==> config.mk <==
export PLATFORM = sky130hd
export DESIGN_NAME = poly_root_search
export DESIGN_NICKNAME = d
export VERILOG_FILES = /design/src/rtl/poly_root_search.sv
export SDC_FILE = /design/constraint.sdc
export NUM_CORES = 1
export LEC_CHECK = 0
export BUFFER_PORTS_ARGS = -buffer_cell sky130_fd_sc_hd__buf_2
export CORE_MARGIN = 3
export CORE_UTILIZATION = 35
export DETAILED_ROUTE_END_ITERATION = 6
export SLEW_MARGIN = 20
export SYNTH_ARGS = -nofsm -noshare
export SYNTH_HDL_FRONTEND = slang
export SYNTH_SLANG_ARGS = --single-unit
==> constraint.sdc <==
create_clock -name clk -period 6.27 [get_ports clk]
set_input_delay 0.9405 -clock clk [delete_from_list [all_inputs] [get_ports clk]]
set_output_delay 0.9405 -clock clk [all_outputs]
set_load 0.01 [all_outputs]
==> src/rtl/poly_root_search.sv <==
// poly_root_search
//   Operator-driven brute-force search for the smallest 8-bit x satisfying
//   A*x + B*x^2 + C == Y (mod 256). Operands A, B, C, Y are entered one at a
//   time from data_in, each latched by a press/release of go. The search
//   evaluates one candidate every six cycles through a single shared 8-bit
//   add/multiply unit.
// Ports:
//   clk      - rising-edge clock
//   resetn   - asynchronous active-low reset
//   go       - operator strobe (held many cycles per press)
//   data_in  - operand source for A, B, C, Y
//   x_result - smallest root found, 0 when none
//   found    - x_result holds a valid root
//   done     - high while in S_DONE
//   busy     - high while evaluating candidates
module poly_root_search (
  input  logic       clk,
  input  logic       resetn,
  input  logic       go,
  input  logic [7:0] data_in,
  output logic [7:0] x_result,
  output logic       found,
  output logic       done,
  output logic       busy
);

  typedef enum logic [3:0] {
    S_LOAD_A, S_LOAD_A_WAIT,
    S_LOAD_B, S_LOAD_B_WAIT,
    S_LOAD_C, S_LOAD_C_WAIT,
    S_LOAD_Y, S_LOAD_Y_WAIT,
    S_EVAL_0, S_EVAL_1, S_EVAL_2, S_EVAL_3, S_EVAL_4, S_EVAL_5,
    S_DONE
  } state_t;

  state_t     state, next_state;
  logic [7:0] a_q, b_q, c_q, y_q, x_q, t_q, s_q;
  logic [7:0] alu_a, alu_b, alu_res;
  logic       alu_mul;
  logic       match;
  // In S_DONE a press counts only after go has been seen low (armed) and then
  // high (pressed); a press still held from before entry is thereby ignored.
  logic       armed, pressed;

  assign match = (t_q == y_q);

  // Shared ALU: operand selection depends only on the evaluation step.
  always_comb begin
    alu_a   = '0;
    alu_b   = '0;
    alu_mul = 1'b0;
    case (state)
      S_EVAL_0: begin alu_a = a_q; alu_b = x_q; alu_mul = 1'b1; end
      S_EVAL_1: begin alu_a = x_q; alu_b = x_q; alu_mul = 1'b1; end
      S_EVAL_2: begin alu_a = b_q; alu_b = s_q; alu_mul = 1'b1; end
      S_EVAL_3: begin alu_a = t_q; alu_b = s_q; end
      S_EVAL_4: begin alu_a = t_q; alu_b = c_q; end
      default: ;
    endcase
    alu_res = alu_mul ? (alu_a * alu_b) : (alu_a + alu_b);
  end

  always_comb begin
    next_state = state;
    case (state)
      S_LOAD_A:      if (go)  next_state = S_LOAD_A_WAIT;
      S_LOAD_A_WAIT: if (!go) next_state = S_LOAD_B;
      S_LOAD_B:      if (go)  next_state = S_LOAD_B_WAIT;
      S_LOAD_B_WAIT: if (!go) next_state = S_LOAD_C;
      S_LOAD_C:      if (go)  next_state = S_LOAD_C_WAIT;
      S_LOAD_C_WAIT: if (!go) next_state = S_LOAD_Y;
      S_LOAD_Y:      if (go)  next_state = S_LOAD_Y_WAIT;
      S_LOAD_Y_WAIT: if (!go) next_state = S_EVAL_0;
      S_EVAL_0:      next_state = S_EVAL_1;
      S_EVAL_1:      next_state = S_EVAL_2;
      S_EVAL_2:      next_state = S_EVAL_3;
      S_EVAL_3:      next_state = S_EVAL_4;
      S_EVAL_4:      next_state = S_EVAL_5;
      S_EVAL_5:      next_state = (match || x_q == 8'hFF) ? S_DONE : S_EVAL_0;
      S_DONE:        if (armed && pressed && !go) next_state = S_LOAD_A;
      default:       next_state = S_LOAD_A;
    endcase
  end

  // busy/done are registered from next_state so they track state exactly.
  always_ff @(posedge clk or negedge resetn) begin
    if (!resetn) begin
      state <= S_LOAD_A;
      busy  <= 1'b0;
      done  <= 1'b0;
    end else begin
      state <= next_state;
      busy  <= (next_state inside {S_EVAL_0, S_EVAL_1, S_EVAL_2,
                                   S_EVAL_3, S_EVAL_4, S_EVAL_5});
      done  <= (next_state == S_DONE);
    end
  end

  always_ff @(posedge clk or negedge resetn) begin
    if (!resetn) begin
      a_q      <= '0;
      b_q      <= '0;
      c_q      <= '0;
      y_q      <= '0;
      x_q      <= '0;
      t_q      <= '0;
      s_q      <= '0;
      x_result <= '0;
      found    <= 1'b0;
      armed    <= 1'b0;
      pressed  <= 1'b0;
    end else begin
      case (state)
        S_LOAD_A:      a_q <= data_in;
        S_LOAD_B:      b_q <= data_in;
        S_LOAD_C:      c_q <= data_in;
        S_LOAD_Y:      y_q <= data_in;
        S_LOAD_Y_WAIT: if (!go) x_q <= '0;
        S_EVAL_0, S_EVAL_3, S_EVAL_4: t_q <= alu_res;
        S_EVAL_1, S_EVAL_2:           s_q <= alu_res;
        S_EVAL_5: begin
          armed   <= 1'b0;
          pressed <= 1'b0;
          if (match) begin
            x_result <= x_q;
            found    <= 1'b1;
          end else if (x_q == 8'hFF) begin
            x_result <= '0;
            found    <= 1'b0;
          end else begin
            x_q <= x_q + 8'd1;
          end
        end
        S_DONE: begin
          if (!go)          armed   <= 1'b1;
          if (armed && go)  pressed <= 1'b1;
        end
        default: ;
      endcase
    end
  end

endmodule

==> metrics.cfg <==
[yosys]
yosysUniqueCellTypes=47
synth_flop_cell=dfrtp_1
synth_xor_area_share_pct=7.160
syn_area_per_cell_um2=9.908
syn-num-nets=526
synth_edf_count=0
ys_seq_area_share_pct=38.57
ys_seq_elements=73
synth-compound-area-share_pct=11.68
muxShareOfSynthArea_pct=11.28
syn_inst=478
synth_top_family_by_area=simple AND/OR/NAND/NOR gates
async_flop_share_pct=100.0
netlist_area_um2=4736
synthSimpleGateAreaFrac_pct=14.13
yosys_warnings=0
synth_fa_ha_area_share_pct=11.84

[power]
ir_drop_mv=0.2195
leakagePower_nw=2.623
p_per_area_nw_per_um2=383.6

[place]
routabilityCongestion=0.9720
pre_cts_slack_ns=0.5042
io_buffers=21
hpwlAfterDp_um=9028

[cts]
cts_max_level=3
cts-root-buf=clkbuf_16
clock_sinks=73
clk_pin_slew_ns=0.07
cts_buffers=9
hold_buffers=0
cts.path.max_buffers=2
post_cts_buffers=0
cts_tree=built
cts_resized=0
clock_latency_ns=0.34

[sta]
tightestPinTransition_ns=0.9820
fin_tns_setup_ns=0
fin_crit_ns=5.802
finClkSkew_ns=0.01072
rsz0062_at_grt=false
period_share_pct=92.53
slew-limit-headroom_pct=34.39
slew_violations=0
setup_slack_ns=0.4682
hold_viol=0
setup_viol=0
clock.fmax_mhz=172.4

[route]
dr.pass1.iters=7
via_count=3588
drc_errors=0
viasPerCell=5.238
first_iter_violations=265
ant_nets=0
wirelength_um=11660
wl_per_cell_um=17.02

[floorplanning]
coreArea_um2=12930
start_util_pct=36.63
ios=22
die-area_um2=14960
num_rows=41
die_w_um=122.3
fp.dieH_um=122.3

[setup_path]
crit_slowest_cell=dfrtp_1
cpPeakStageDelay_ns=0.59
crit_arrival_ns=6.02
worstPathRequired_ns=6.49
critPathLaunchType=flop
end_kind=flop
path_delay_family=adder cells
crit_fanout=17
worstSetupPathType=reg2reg
critPathBufInv=3
crit_path_cell_trace=and4b_1, or2_0, a21boi_0, inv_1, ha_1, fa_1, fa_1, ha_1, inv_1, fa_1, inv_1, ha_1, a21o_1, a21oi_1, xnor2_1, xnor2_1, xnor3_1, mux2_2, mux2_2

[final_layout]
layout_common_cells=dfrtp_1 (73), inv_1 (46), mux2_2 (43)
drive_gt1_share_pct=19.88
layout_commonest_cell=dfrtp_1
final_util_pct=41.98
nets=556
fillers=1281
areaGrowthSynthToFinish_pct=14.58
multi_input_area_um2=2676
seq_area_um2=1827
antenna_cells=0

[hold_path]
hold_path.class=reg2reg

[grt]
grt_start_max_net_pins=74
track_usage_pct=16.67
grt_pass1_vias=3502
grt.overflow.total=0
grt_pass1_wl_um=19150
antenna_found_initial=0

[job]
drv_cap=0

[run_status]
outcome=finished clean

cell type report:
class | instances | share of cell area [%]
clock inverters | 7 | 1.430
multi-input cells | 340 | 49.32
well taps | 172 | 3.966
repair buffers | 38 | 4.289
inverters | 46 | 3.182
clock buffers | 9 | 4.150
flip-flops and latches | 73 | 33.66
final timing paths:
kind	from	end	slack, ns	cells after the start
max	state[2]	t_q[7]	0.47	19
min	x_result[3]	x_result[3]	0.50	1
max reg2reg	state[2]	t_q[7]	0.47	19
min reg2reg	x_result[3]	x_result[3]	0.50	1
max in group asynchronous	resetn	x_q[7]	4.86	2
min in group asynchronous	resetn	armed	0.82	2
logic make-up (layout without fill, tap and decap cells):
kind of cell / after synthesis / in the layout
and+or+nand+nor: 134 / 134
AOI/OAI and AO/OA: 87 / 87
DFF: 73 / 73
buffers and inverters: 65 / 100
muxes: 48 / 48
adders and majority gates: 37 / 37
xor gates and xnor gates: 34 / 34
metal layers:
metal	vias to the layer above	wire (µm)	global-route usage, %
met4	0	215	4.759
met3	18	512	2.903
met1	1784	5301	22.61
met5	-	0	0
met2	87	5627	27.45
li1	1699	-	-
synth_stat cells, types with 3 or more instances:
| library cell | n | area share (%) |
|---|---|---|
| fa_1 | 13 | 5.5 |
| ha_1 | 24 | 6.3 |
| a22o_1 | 9 | 1.7 |
| nand3b_1 | 3 | 0.48 |
| mux2i_1 | 5 | 1.1 |
| a22oi_1 | 5 | 0.79 |
| mux2_2 | 43 | 10 |
| nand2_1 | 40 | 3.2 |
| a221o_1 | 4 | 0.85 |
| dfrtp_1 | 73 | 39 |
| xnor3_1 | 3 | 1.4 |
| xor2_1 | 8 | 1.5 |
| and2_1 | 3 | 0.40 |
| clkbuf_1 | 14 | 1.1 |
| o21ai_0 | 29 | 3.1 |
| nand3_1 | 11 | 1.2 |
| nor2_1 | 38 | 3.0 |
| buf_2 | 4 | 0.42 |
| a21oi_1 | 21 | 2.2 |
| nand4_1 | 4 | 0.53 |
| nand2b_1 | 7 | 0.92 |
| nor3_1 | 4 | 0.42 |
| inv_1 | 46 | 3.6 |
| nor2b_1 | 4 | 0.53 |
| xnor2_1 | 23 | 4.3 |
| nor3b_1 | 3 | 0.48 |
| a21o_1 | 7 | 1.1 |
stage by stage:
step	instances	power, W	instance area (µm²)	hold WS, ns
after floorplan	478	0.001302	4736	0.4617
after CTS	685	0.002084	5418	0.5005
final	685	0.002082	5426	0.5035
after global placement	669	0.001541	5110	0.4758
after detailed placement	669	0.001558	5115	0.4766
after global routing	685	0.002212	5426	0.5068
where the power goes:
| part | leakage (nW) | switching [W] | internal [W] |
|---|---|---|---|
| Combinational | 1.55 | 0.000419 | 0.000374 |
| Sequential | 0.930 | 0.000137 | 0.000633 |
| Clock | 0.146 | 0.000208 | 0.000311 |
sequential cells by signal, indices dropped and copies added, names as in the netlist, 8 cells and up:
signal,count
a_q,8
t_q,8
b_q,8
c_q,8
s_q,8
x_q,8
x_result,8
y_q,8
Note: power is estimated with default switching activity, not from simulation.
